**src/rtl/param_sram_burst.sv**
```systemverilog
// Single-port parameter SRAM with byte-enable writes, a valid/ready burst-read
// engine and a hardware zero-fill sequence; IDLE arbitrates clear > read > write.
module param_sram_burst #(
   parameter int DATA_W = 32,
   parameter int DEPTH  = 16,
   parameter int ADDR_W = $clog2(DEPTH),
   parameter int LEN_W  = $clog2(DEPTH) + 1
) (
   input  logic                clk,
   input  logic                rst_n,
   input  logic                wr_en,
   input  logic [DATA_W/8-1:0] wr_be,
   input  logic [ADDR_W-1:0]   wr_addr,
   input  logic [DATA_W-1:0]   wr_data,
   output logic                wr_ack,
   input  logic                rd_start,
   input  logic [ADDR_W-1:0]   rd_addr,
   input  logic [LEN_W-1:0]    rd_len,
   output logic [DATA_W-1:0]   rd_data,
   output logic                rd_valid,
   input  logic                rd_ready,
   output logic                rd_last,
   input  logic                clr_start,
   output logic                busy
);

   localparam int BE_W = DATA_W / 8;

   typedef enum logic [1:0] {
      ST_IDLE,
      ST_READ,
      ST_CLEAR
   } state_t;

   state_t              r_state;
   state_t              w_state_nxt;
   logic                w_issue;
   logic                w_clr_we;
   logic                w_wr_ack;
   logic                w_rd_accept;
   logic                w_clr_accept;

   logic [ADDR_W-1:0]   r_ptr;
   logic [LEN_W-1:0]    r_remaining;
   logic [ADDR_W-1:0]   r_clr_addr;
   logic [DATA_W-1:0]   r_rd_data;
   logic                r_rd_valid;
   logic                r_rd_last;
   logic [DATA_W-1:0]   r_mem [DEPTH];

   // NOTE: state registers use non-blocking assignments so every flop samples pre-edge values.
   always_ff @(posedge clk or negedge rst_n) begin
      if (!rst_n) r_state <= ST_IDLE;
      else        r_state <= w_state_nxt;
   end

   always_comb begin
      // NOTE: every signal driven here gets a default first, so no path infers a latch.
      w_state_nxt  = r_state;
      w_issue      = 1'b0;
      w_clr_we     = 1'b0;
      w_wr_ack     = 1'b0;
      w_rd_accept  = 1'b0;
      w_clr_accept = 1'b0;
      case (r_state)
         ST_IDLE: begin
            if (clr_start) begin
               w_state_nxt  = ST_CLEAR;
               w_clr_accept = 1'b1;
            end else if (rd_start) begin
               // A zero-length request still wins arbitration but starts nothing.
               if (rd_len != '0) begin
                  w_state_nxt = ST_READ;
                  w_rd_accept = 1'b1;
               end
            end else begin
               w_wr_ack = wr_en;
            end
         end
         ST_READ: begin
            w_issue = (r_remaining != '0) && (!r_rd_valid || rd_ready);
            if (w_issue && (r_remaining == LEN_W'(1))) w_state_nxt = ST_IDLE;
         end
         ST_CLEAR: begin
            w_clr_we = 1'b1;
            if (r_clr_addr == ADDR_W'(DEPTH - 1)) w_state_nxt = ST_IDLE;
         end
         default: w_state_nxt = ST_IDLE;
      endcase
   end

   always_ff @(posedge clk or negedge rst_n) begin
      if (!rst_n) begin
         r_ptr       <= '0;
         r_remaining <= '0;
         r_clr_addr  <= '0;
         r_rd_data   <= '0;
         r_rd_valid  <= 1'b0;
         r_rd_last   <= 1'b0;
      end else begin
         if (w_rd_accept) begin
            r_ptr       <= rd_addr;
            r_remaining <= rd_len;
         end else if (w_issue) begin
            r_ptr       <= r_ptr + ADDR_W'(1);
            r_remaining <= r_remaining - LEN_W'(1);
         end

         if (w_clr_accept)  r_clr_addr <= '0;
         else if (w_clr_we) r_clr_addr <= r_clr_addr + ADDR_W'(1);

         // The output register holds its beat until the consumer takes it.
         if (w_issue) begin
            r_rd_data  <= r_mem[r_ptr];
            r_rd_valid <= 1'b1;
            r_rd_last  <= (r_remaining == LEN_W'(1));
         end else if (rd_ready) begin
            r_rd_valid <= 1'b0;
            r_rd_last  <= 1'b0;
         end
      end
   end

   // NOTE: the array has no reset; contents survive rst_n and only CLEAR zeroes them.
   always_ff @(posedge clk) begin
      if (w_clr_we) begin
         r_mem[r_clr_addr] <= '0;
      end else if (w_wr_ack) begin
         for (int b = 0; b < BE_W; b++) begin
            if (wr_be[b]) r_mem[wr_addr][8*b +: 8] <= wr_data[8*b +: 8];
         end
      end
   end

   assign wr_ack   = w_wr_ack;
   assign rd_data  = r_rd_data;
   assign rd_valid = r_rd_valid;
   assign rd_last  = r_rd_last;
   assign busy     = (r_state != ST_IDLE) || r_rd_valid;

endmodule
```
**config.mk**
```make
export PLATFORM = sky130hd
export DESIGN_NAME = param_sram_burst
export DESIGN_NICKNAME = d
export VERILOG_FILES = /design/src/rtl/param_sram_burst.sv
export SDC_FILE = /design/constraint.sdc
export NUM_CORES = 1
export LEC_CHECK = 0
export ABC_AREA = 1
export CAP_MARGIN = 20
export CORE_ASPECT_RATIO = 1.1
export CORE_MARGIN = 2
export CORE_UTILIZATION = 61
export DETAILED_ROUTE_END_ITERATION = 7
export PLACE_DENSITY = 0.83
export SLEW_MARGIN = 20
export SYNTH_ARGS = -nofsm -noshare
export SYNTH_HDL_FRONTEND = slang
export SYNTH_SLANG_ARGS = --single-unit
```
**constraint.sdc**
```tcl
create_clock -name clk -period 2.95 [get_ports clk]
set_clock_uncertainty 0.15 [all_clocks]
set_input_delay 0.7375 -clock clk [delete_from_list [all_inputs] [get_ports clk]]
set_output_delay 0.7375 -clock clk [all_outputs]
set_load 0.01 [all_outputs]
```
==> results.txt, run 1 <==
CP Capture Type = primary output
Post-CTS setup buffers = 0
Worst-margin pin slew = 0.881 ns
Power Total = 27.2 mW
Reg clk slew, reported paths = 0.06 ns
Final setup margin = 0.0417 ns
Top cells by count, synth = nand2_1 (641), edfxtp_1 (512), nand3_1 (393), nor2_1 (106), buf_2 (58)
Combinational share of power = 34.7%
Clock buffer count from CTS = 52
Setup TNS = 0 ns
Kind of critical path = reg2out
Post-synth top flop = edfxtp_1
IO Port Bufs = 90
YS warnings = 0
End point of the critical path = busy
GP Congestion = 0.866
First-pass GRT wire length = 94700 um
Crit Reg-Reg Endpoint = r_mem[12][25]
Gr usage total = 31.9%
Synth Area per Inst = 11.5 um^2
CTS hold repair buffers = 0
Dpl cell area = 0.0257 mm^2
Reg2Reg Depth = 10
Layout cells sized above 1 = 12.1%
Number of remaining DRC errors = 0
Tcrit/Tclk final = 98.6%
Maximum fanout along the worst path = 3
Die X = 190 um
Mapped Nets = 2080
RSZ-0062 raised after global routing = no
Final HPWL DP = 37600 um
Library cells used by synthesis = 32
Int Pwr = 17.4 mW
Per-cell routed wire length = 22.8 um
Max_cap viols = 0
Ys async rst share = 8.73%
Worst skew pair latency = 0.58 ns
Reg-to-Reg Start = r_state[1]
Minimum clock period = 2.91 ns
Clock buffer depth = 3
GR met1 Demand/Resource = 41.5%
Synth area leader = edfxtp_1
Post-Synthesis Cells = 2020
CP Launch Point = r_state[1]
Final Hold Fails = 0
Post-place setup slack = -0.297 ns
Core box area = 0.0373 mm^2
P_sw = 9.81 mW
Synthesized area = 0.0232 mm^2
CP Launch Type = register
Initial Util = 62.1%
Area contributors post-synth = edfxtp_1 (66%), nand2_1 (10%), nand3_1 (8.5%)
Top-count cell post-synth = nand2_1
Final Max Slew Viols = 0
Setup violators final = 0
M3 GR Usage = 4.89%
Met2 GRT Util = 52.3%
N_diodes = 0
Largest net degree at the start of global routing = 132
Clock sinks = 561
Power density cells = 990 mW/mm^2
Fmax = 344 MHz
R2R setup slack = 0.38 ns
GRT overflow = 0
Initial drt markers = 2434
Worst Path Arrival = 2.02 ns
EDFF count, synth = 512
Final instance area = 0.0275 mm^2
Final #Nets = 2244
Die area = 0.0396 mm^2
Routed Antenna Nets = 0
Synthesized flop and latch total = 561
Io pins = 91
Root Driver = clkbuf_16
Worst slew margin = 41.3%
Area grow syn2layout = 18.6%
Die Ht = 208 um
DR pass1 iterations = 6
Sequential share of the synthesized area = 71.6%
Switching portion of total power = 36.0%
Seq pwr share = 39.8%
CTS tree = built
Leak = 10.8 nW
GRT busiest layer = met2
Peak supply drop = 1.20 mV
Clock Power Share = 25.5%
Status = finished clean
Total routed wirelength = 62000 um
Via density = 6.24
Worst Hold Class = in2async
CP required = 2.06 ns
Initial antenna violation count = 0
DR vias = 17000
Post-synth top area share = 66.3%
Vias in the first global route = 16700
Row count = 74
H-Tree Depth = 2
[cell families (layout without fill, tap and decap cells)]
logic type      after synthesis  in the layout  synth area share [%]
simple gates               1185           1185                  22.1
flops                       561            561                  71.6
buf+inv                     177            383                  3.19
compound gates               87             87                  2.61
fa+ha+maj                     5              5                 0.270
xor+xnor                      5              5                 0.189
[through the flow]
step                std cells  hold slack, ns  utilization [%]
finish                   2720          0.0442             73.7
global route             2720           0.105             73.7
CTS                      2720          0.0778             73.7
detailed placement       2624           0.353             69.0
global placement         2624           0.370             69.0
floorplan                2020           0.292                -
[state kept, by name (all words and copies together) (netlist names)]
signal	cells
r_clr_addr	4
r_mem	512
r_ptr	4
r_remaining	5
r_state	2
rd_data	32
rd_last	1
rd_valid	1
[worst max-delay path, cell delays in order (launching register included)]
cell and delay (ns):
dfrtp_1 0.41, nor2_2 0.18, inv_2 0.10, or2_2 0.27, clkdlybuf4s50_1 0.48
[layer usage]
metal | up-vias | wire length [um]
li1 | 7347 | -
met1 | 8063 | 21700
met2 | 1324 | 30100
met3 | 250 | 6850
met4 | 0 | 3410
met5 | - | 0
[layout make-up]
type	instances	area, um^2
Timing Repair Buffer	229	2440
Tap cell	494	618
Clock inverter	31	359
Fill cell	2145	9810
Clock buffer	65	1410
Inverter	58	225
Multi-Input combinational cell	1282	5840
Sequential cell	561	16600
[layout by cell type (no fill, tap or decap), types with 10 or more instances in the layout]
cell type        instances
nand2_1                641
clkdlybuf4s50_1         88
buf_12                  40
buf_4                   99
inv_1                   53
dfrtp_1                 46
clkbuf_16               53
nand3_1                393
nand2_2                 24
a21oi_1                 39
nor2_1                 106
a2bb2oi_1               32
edfxtp_1               512
clkinv_1                10
[worst min path at each step]
stage                          to  cells after the start  slack (ns)
floorplan           r_clr_addr[0]                      0        0.29
global placement          rd_last                      2        0.37
detailed placement        rd_last                      2        0.35
CTS                    rd_data[4]                      1        0.08
global route           rd_data[6]                      1        0.10
finish                 rd_data[4]                      1        0.04
[power by group through the flow]
stage	logic [mW]	clock network, mW	registers (mW)
6_report	9.44	6.96	10.8
5_1_grt	10.2	7.26	10.9
4_1_cts	9.25	6.98	10.8
3_5_place_dp	9.06	0	10.9
3_3_place_gp	8.67	0	10.9
2_1_floorplan	5.81	0	10.9
[what timing repair did]
item / CTS / global route
hold endpoints to repair: 0 / 0
setup endpoints to repair: 1 / 0
gates resized for setup: 1 / 0
No activity file was read; power rests on OpenSTA's default activity.
==> run 2: changes to the inputs <==
Settings changed: ABC_AREA 1 to unset, CORE_UTILIZATION 61 to 60, CTS_CLUSTER_DIAMETER set to 200, PLACE_DENSITY 0.83 to 0.82.
==> results.txt, run 2 <==
Status = finished, violations left
Failing checks = negative setup slack
Initial antenna violation count = 1
Power density cells = 968 mW/mm^2
Leak = 8.84 nW
DR vias = 12100
Final #Nets = 1389
Synthesized flop and latch total = 561
Reg clk slew, reported paths = 0.07 ns
Clock buffer count from CTS = 53
Worst Hold Class = in2async
Via density = 6.52
Kind of critical path = in2reg
Maximum fanout along the worst path = 8
Reg-to-Reg Start = r_state[0]
Io pins = 91
CP top delay family = simple AND/OR/NAND/NOR gates
Final setup margin = -0.108 ns
Reg area = 0.0166 mm^2
GP Congestion = 0.829
Largest net degree at the start of global routing = 43
Library cells used by synthesis = 50
Critical path's largest stage delay = 0.71 ns
Top-count cell post-synth = edfxtp_1
Inst Count DP = 1760
Power Total = 25.8 mW
Minimum clock period = 3.06 ns
Largest register FFs = 512
CTS hold repair buffers = 0
Fmax = 327 MHz
Filler instances = 1950
Initial Util = 60.9%
Worst-margin pin slew = 0.960 ns
Reg2Reg Depth = 8
Multi-input logic area = 0.00526 mm^2
Crit Reg-Reg Endpoint = r_mem[11][26]
Root Driver = clkbuf_16
Register name with the most flops = r_mem
Dpl cell area = 0.0249 mm^2
RSZ-0062 raised after global routing = yes
Worst slew margin = 35.6%
Final instance area = 0.0266 mm^2
Mapped Nets = 1163
Final HPWL DP = 32000 um
Die X = 187 um
Area contributors post-synth = edfxtp_1 (70%), mux4_2 (13%), dfrtp_1 (5.5%)
First-pass GRT wire length = 80000 um
Most common cell after layout, fill and taps aside = edfxtp_1
CP required = 2.99 ns
Most frequent cells in the layout = edfxtp_1 (512), mux4_2 (128), buf_4 (103)
Worst Path Arrival = 3.10 ns
Per-cell routed wire length = 28.4 um
Synthesized area = 0.0221 mm^2
Worst skew pair latency = 0.57 ns
Routed Antenna Nets = 0
Row count = 73
YS warnings = 0
CP Launch Type = primary input
Layout cells sized above 1 = 28.9%
Clock buffer depth = 3
Top cells by count, synth = edfxtp_1 (512), mux4_2 (128), nor2_1 (104), dfrtp_1 (49), mux2i_1 (36)
Worst path cell trace = clkdlybuf4s50_1, or4_1, a31oi_1, buf_4, o21ai_1, nor2_1
Total routed wirelength = 52800 um
EDFF count, synth = 512
Non-Filler Instances = 1859
DR pass1 iterations = 5
Synth area leader = edfxtp_1
Vias in the first global route = 12700
Gr usage total = 28.4%
Final Max Slew Viols = 0
Post-synth top area share = 69.6%
CTS tree = built
Peak supply drop = 0.659 mV
Die Ht = 205 um
Core box area = 0.0363 mm^2
Crit-path slowest cell = nor2_1
Final Hold Fails = 0
Layout Utilization = 73.5%
GRT overflow = 0
Die area = 0.0384 mm^2
Max_cap viols = 0
H-Tree Depth = 2
Post-Synthesis Cells = 1103
Synth Area per Inst = 20.0 um^2
Setup violators final = 48
Sequential share of the synthesized area = 75.1%
Ys async rst share = 8.73%
Area grow syn2layout = 20.5%
Initial drt markers = 1304
Post-synth top flop = edfxtp_1
WP buf/inv = 2
IO Port Bufs = 90
R2R setup slack = 0 ns
Clock sinks = 561
Number of remaining DRC errors = 0
CP Capture Type = register
Tcrit/Tclk final = 104%
## run 2: where the power goes
part | internal, mW | switching (mW) | total [mW]
registers | 10.5 | 0.887 | 11.4
clock network | 3.63 | 2.81 | 6.44
logic | 3.71 | 4.19 | 7.90
## run 2: area by class of cell
class | instances | area share [%]
antenna | 1 | 0.00940
clock buffer | 70 | 5.29
clock inverter | 27 | 0.822
inverter | 9 | 0.127
multi-input combinational | 470 | 19.7
sequential | 561 | 62.4
tap | 487 | 2.29
timing repair buffer | 234 | 9.35
## run 2: kinds of logic after synthesis
logic type               share of synthesized area [%]
AO/OA/AOI/OAI                                     3.45
adder cells (fa/ha/maj)                          0.283
buffers and inverters                             1.49
flip-flops                                        75.1
multiplexers                                      15.0
AND/OR/NAND/NOR                                   4.61
## run 2: worst max-delay path by stage
stage,start,to,cells past startpoint
after global placement,clr_start,r_mem[8][8],7
after floorplan,wr_be[0],r_mem[11][24],4
after global routing,wr_be[0],r_mem[1][12],6
after CTS,wr_be[0],r_mem[2][10],6
final,wr_be[0],r_mem[1][12],6
after detailed placement,clr_start,r_mem[5][21],7
## run 2: through the flow
step	hold WS, ns	setup WS (ns)	setup TNS [ns]
global placement	0.350	-0.540	-208.88
floorplan	0.292	0.0268	0
global route	0.113	-0.155	-5.17
finish	0.0712	-0.108	-3.92
detailed placement	0.358	-0.698	-258.05
CTS	0.0898	-0.0575	-0.964
## run 2: what timing repair did
action	4_1_cts	5_1_grt
gates resized for setup	14	20
endpoints found under the setup margin	159	177
buffers inserted	1	0
## run 2: routing by layer
metal	up-vias	part of all wire, %	GRT usage, %
li1	4991	-	-
met1	6281	37	37.4
met2	735	52	49.4
met3	115	8.2	4.67
met4	0	2.8	8.73
met5	-	0	0
==> run 3: changes to the inputs <==
Settings changed: ABC_AREA set to 1, CORE_UTILIZATION 60 to 61, PLACE_DENSITY 0.82 to 0.83.
==> results of run 3 <==
No change in the layout: final DEF, timing and power equal those of run 1.
